File: src/rtl/axi4lite_wr_arb2.sv
// Two-requester AXI4-Lite write arbiter: grants one requester at a time onto a shared
// downstream write port, alternating on contention, one transaction outstanding.
module axi4lite_wr_arb2 #(
    parameter int AWADDR_WIDTH = 32,
    parameter int DATA_WIDTH   = 64
) (
    input  logic                        clk,
    input  logic                        rst,
    input  logic [2*AWADDR_WIDTH-1:0]   m_awaddr,
    input  logic [1:0]                  m_awvalid,
    output logic [1:0]                  m_awready,
    input  logic [2*DATA_WIDTH-1:0]     m_wdata,
    input  logic [2*DATA_WIDTH/8-1:0]   m_wstrb,
    input  logic [1:0]                  m_wvalid,
    output logic [1:0]                  m_wready,
    output logic [3:0]                  m_bresp,
    output logic [1:0]                  m_bvalid,
    input  logic [1:0]                  m_bready,
    output logic [AWADDR_WIDTH-1:0]     s_awaddr,
    output logic                        s_awvalid,
    input  logic                        s_awready,
    output logic [DATA_WIDTH-1:0]       s_wdata,
    output logic [DATA_WIDTH/8-1:0]     s_wstrb,
    output logic                        s_wvalid,
    input  logic                        s_wready,
    input  logic [1:0]                  s_bresp,
    input  logic                        s_bvalid,
    output logic                        s_bready
);

    localparam int STRB_WIDTH = DATA_WIDTH / 8;

    typedef enum logic [1:0] {
        IDLE = 2'd0,
        XFER = 2'd1,
        RESP = 2'd2
    } state_e;

    state_e state_q, state_d;
    logic   gnt_q, gnt_d;
    logic   last_gnt_q, last_gnt_d;
    logic   aw_done_q, aw_done_d;
    logic   w_done_q, w_done_d;

    // State register; last_gnt resets to 1 so requester 0 wins the first contention
    always_ff @(posedge clk) begin
        if (rst) begin
            state_q    <= IDLE;
            gnt_q      <= 1'b0;
            last_gnt_q <= 1'b1;
            aw_done_q  <= 1'b0;
            w_done_q   <= 1'b0;
        end else begin
            state_q    <= state_d;
            gnt_q      <= gnt_d;
            last_gnt_q <= last_gnt_d;
            aw_done_q  <= aw_done_d;
            w_done_q   <= w_done_d;
        end
    end

    // Next-state and pass-through routing; every output is forced to 0 while rst is high
    always_comb begin
        state_d    = state_q;
        gnt_d      = gnt_q;
        last_gnt_d = last_gnt_q;
        aw_done_d  = aw_done_q;
        w_done_d   = w_done_q;
        m_awready  = 2'b00;
        m_wready   = 2'b00;
        m_bresp    = 4'b0000;
        m_bvalid   = 2'b00;
        s_awaddr   = {AWADDR_WIDTH{1'b0}};
        s_awvalid  = 1'b0;
        s_wdata    = {DATA_WIDTH{1'b0}};
        s_wstrb    = {STRB_WIDTH{1'b0}};
        s_wvalid   = 1'b0;
        s_bready   = 1'b0;
        if (rst) begin
            state_d = IDLE;
        end else begin
            case (state_q)
                IDLE: begin
                    aw_done_d = 1'b0;
                    w_done_d  = 1'b0;
                    if (m_awvalid != 2'b00) begin
                        gnt_d   = (m_awvalid == 2'b11) ? ~last_gnt_q : m_awvalid[1];
                        state_d = XFER;
                    end else begin
                        state_d = IDLE;
                    end
                end
                XFER: begin
                    if (!aw_done_q) begin
                        s_awaddr  = gnt_q ? m_awaddr[2*AWADDR_WIDTH-1:AWADDR_WIDTH]
                                          : m_awaddr[AWADDR_WIDTH-1:0];
                        s_awvalid = m_awvalid[gnt_q];
                        m_awready[gnt_q] = s_awready;
                    end else begin
                        s_awvalid = 1'b0;
                    end
                    if (!w_done_q) begin
                        s_wdata  = gnt_q ? m_wdata[2*DATA_WIDTH-1:DATA_WIDTH]
                                         : m_wdata[DATA_WIDTH-1:0];
                        s_wstrb  = gnt_q ? m_wstrb[2*STRB_WIDTH-1:STRB_WIDTH]
                                         : m_wstrb[STRB_WIDTH-1:0];
                        s_wvalid = m_wvalid[gnt_q];
                        m_wready[gnt_q] = s_wready;
                    end else begin
                        s_wvalid = 1'b0;
                    end
                    aw_done_d = aw_done_q | (s_awvalid & s_awready);
                    w_done_d  = w_done_q | (s_wvalid & s_wready);
                    if (aw_done_d && w_done_d) begin
                        state_d = RESP;
                    end else begin
                        state_d = XFER;
                    end
                end
                RESP: begin
                    m_bvalid[gnt_q] = s_bvalid;
                    if (gnt_q) begin
                        m_bresp[3:2] = s_bresp;
                    end else begin
                        m_bresp[1:0] = s_bresp;
                    end
                    s_bready = m_bready[gnt_q];
                    if (s_bvalid && s_bready) begin
                        state_d    = IDLE;
                        last_gnt_d = gnt_q;
                        aw_done_d  = 1'b0;
                        w_done_d   = 1'b0;
                    end else begin
                        state_d = RESP;
                    end
                end
                default: begin
                    state_d = IDLE;
                end
            endcase
        end
    end

endmodule

File: config.mk
export PLATFORM = sky130hd
export DESIGN_NAME = axi4lite_wr_arb2
export DESIGN_NICKNAME = d
export VERILOG_FILES = /design/src/rtl/axi4lite_wr_arb2.sv
export SDC_FILE = /design/constraint.sdc
export NUM_CORES = 1
export LEC_CHECK = 0
export ABC_AREA = 1
export ABC_CLOCK_PERIOD_IN_PS = 1500
export BUFFER_PORTS_ARGS = -buffer_cell sky130_fd_sc_hd__buf_4
export CAP_MARGIN = 20
export CORE_AREA = 2 2 131 133
export DETAILED_ROUTE_END_ITERATION = 16
export DIE_AREA = 0 0 133 135
export PLACE_DENSITY_LB_ADDON = 0.1
export SLEW_MARGIN = 0
export SYNTH_ARGS = -nofsm -noshare
export SYNTH_HDL_FRONTEND = slang
export SYNTH_SLANG_ARGS = --single-unit
export TNS_END_PERCENT = 50
File: constraint.sdc
create_clock -name clk -period 1.5 [get_ports clk]
set_input_delay 0.3 -clock clk [delete_from_list [all_inputs] [get_ports clk]]
set_output_delay 0.3 -clock clk [all_outputs]
set_load 0.01 [all_outputs]
==> impl_metrics.toml <==
[yosys]
synth_seq_cells = 6
synth-edff-count = 0
synth_top_cell_area_share_pct = 43.82
synth_warnings = 0
synth-xor-area-share_pct = 0
yosysMostFrequentCell = "nand2_1"
synth_compound_area_share_pct = 28.53
synth_cell_types = 19
synth.area.mux_share_pct = 0
syn-num-nets = 647
synthTopCellsByArea = "nand2_1 44%, a21oi_1 24%, dfxtp_1 6.0%, buf_2 4.5%, a21oi_2 3.9%"
synth_seq_area_share_pct = 6.019
syn_avg_cell_area_sq_um = 4.685
syn_area_sq_mm = 0.001996
yosys.area.top_type = "nand2_1"
synth_top_flop_cell = "dfxtp_1"
synthSimpleGateAreaFrac_pct = 52.85
yosys.area_share.adder_pct = 0
synth_top_family_by_area = "simple AND/OR/NAND/NOR gates"
ys_async_sr_fraction_pct = 0
synthTopCellsByCount = "233 x nand2_1, 96 x a21oi_1, 18 x buf_2"
synthCells = 426

[placed_design]
dp_hpwl_mm = 10.81
place_congestion = 0.8461
port_buffers = 337

[cts]
clk_path_buf_depth = 2
cts_hold_buf = 0
cts_tree = "yes"
cts_root_buf = "clkbuf_16"
clkTransAtPathRegs_ns = 0.03
cts-buffers-inserted = 3
clock_latency_ns = 0.23
cts_sinks = 6
htreeDepth = 1

[global_route]
gr-total-overflow = 0
grt_usage_pct = 14.54
grt_pass1_vias = 4096
grt_max_degree = 56
grt_antenna_before_repair = 0
grt_pass1_wl_mm = 20.84

[sta]
maxSlewHeadroom_pct = 79.65
rsz0062_at_grt = "true"
fin_ws_ns = -0.3126
max_freq_mhz = 551.7
tightest_slew_ns = 0.3046
clock_skew_ns = 0.0009004
fin_crit_sh_pct = 120.8
drv_slew = 0
hold_violations = 0
setup_viol = 117
fin_crit_ns = 1.813
hold_slack_ns = 0.3697

[setup_path]
end_kind = "output pin"
cp-start-kind = "register"
cp_max_fo = 6
cp.arrival_ns = 1.51
critPathRequiredTime_ns = 1.20
crit_type = "register to output pin"

[outcome]
status = "complete, but fails checks"
failed_checks = "setup timing"

[layout]
syn_to_final_growth_pct = 201.9
final_util_pct = 36.72
antenna_cells = 0
fin_nets = 1005
drive_above_1_share_pct = 65.64
fillCellCount = 1733

[worst_hold_path]
hold_class = "input pin to register"

[route]
avgViaCountPerCell = 4.242
post_drt_wl_per_cell_microns = 15.41
vias = 4255
dr.pass1.iters = 4
routed_wirelength_mm = 15.45
drtIter0Drc = 122
ant_nets = 0
drc_errors = 0

[flow_run]
cap_violations = 0

[power]
power.leakage_nw = 2.966
p_per_area_mw_per_mm2 = 471.0
peakVddDrop_mv = 0.2993

[die]
dieArea_sq_mm = 0.01796
core_area_sq_mm = 0.01641
io_pins = 338
die_y_microns = 135
die_w_microns = 133
start_util_pct = 12.16
rows = 47
[critical path, cell delays in order (launching register included)]
cell       delay (ns)
dfxtp_2          0.32
inv_2            0.07
nand2_4          0.05
nor2_4           0.15
buf_12           0.16
nand2_8          0.10
clkbuf_16        0.19
a21oi_2          0.11
buf_4            0.14
[stage by stage]
stage | cells | setup slack (ns) | instance area [sq um] | setup TNS [ns] | power (mW)
detailed placement | 985 | -0.1779 | 5036 | -3.295 | 1.916
CTS | 994 | -0.3324 | 5399 | -29.29 | 2.527
global placement | 985 | -0.2120 | 5036 | -5.092 | 1.914
global route | 1003 | -0.3922 | 6025 | -38.84 | 3.020
floorplan | 426 | 0.04085 | 1996 | 0 | 0.8565
finish | 1003 | -0.3126 | 6025 | -29.42 | 2.838
[routing by layer]
layer	up-vias	share of wire, %	GRT usage, %
li1	2090	-	-
met1	1941	37	14.66
met2	212	54	30.31
met3	12	7.9	3.378
met4	0	0.94	2.389
met5	-	0	0
[timing repair]
item                                   4_1_cts  5_1_grt
endpoints found under the hold margin        0        0
setup buffers                                2        2
gates resized for setup                     42      111
cloned                                       3        7
pin swaps                                    0        4
setup endpoints to repair                  116      118
[path summary, 6_finish.rpt]
| kind | from | endpoint | slack, ns | depth (start not counted) |
|---|---|---|---|---|
| max reg2reg | gnt_q$_SDFFE_PP0N_ | state_q[1]$_SDFF_PP0_ | 0.15 | 5 |
| min | m_awvalid[1] | gnt_q$_SDFFE_PP0N_ | 0.37 | 3 |
| max | state_q[1]$_SDFF_PP0_ | s_wdata[53] | -0.31 | 8 |
| min reg2reg | last_gnt_q$_SDFFE_PP1P_ | last_gnt_q$_SDFFE_PP1P_ | 0.47 | 2 |
[cells in the final DEF (no fill, tap or decap), types with 2 or more instances in the layout]
cell | netlist | routed
nand3_1 | 10 | 10
clkbuf_16 | 0 | 7
dfxtp_1 | 6 | 3
nand2_4 | 1 | 2
nor2_1 | 7 | 4
buf_16 | 0 | 4
o21ai_0 | 2 | 2
nand2_8 | 0 | 4
nor2_2 | 1 | 3
nor3_2 | 0 | 8
nor2_4 | 1 | 2
dfxtp_2 | 0 | 2
nand2_1 | 233 | 230
inv_1 | 11 | 7
buf_4 | 1 | 344
nand2_2 | 2 | 2
inv_2 | 0 | 2
a21oi_1 | 96 | 11
a21oi_4 | 0 | 14
buf_6 | 7 | 21
buf_12 | 0 | 12
or2_2 | 2 | 2
a21oi_2 | 9 | 80
[report_power, final]
group,switching [mW],internal [mW],total (mW)
Sequential,0.0123,0.173,0.185
Clock,0.0954,0.353,0.448
Combinational,1.04,1.17,2.20
[kinds of logic after synthesis]
kind of cell | Yosys count
DFF | 6
AOI/OAI and AO/OA | 107
and+or+nand+nor | 267
buffers and inverters | 46
[sequential cells by signal, summed over array words and instances, names as in the netlist]
register / cells
state_q: 2
gnt_q: 1
w_done_q: 1
aw_done_q: 1
last_gnt_q: 1
[area by class of cell]
class                   count  area, sq um  area share [%]
multi-input cells         376         2192           36.39
clock buffers               4        78.83           1.308
inverters                  11        50.05          0.8307
flip-flops and latches      6        126.4           2.098
repair buffers            386         3302           54.81
well taps                 220        275.3           4.569
Power figures use the tool's default switching activity.
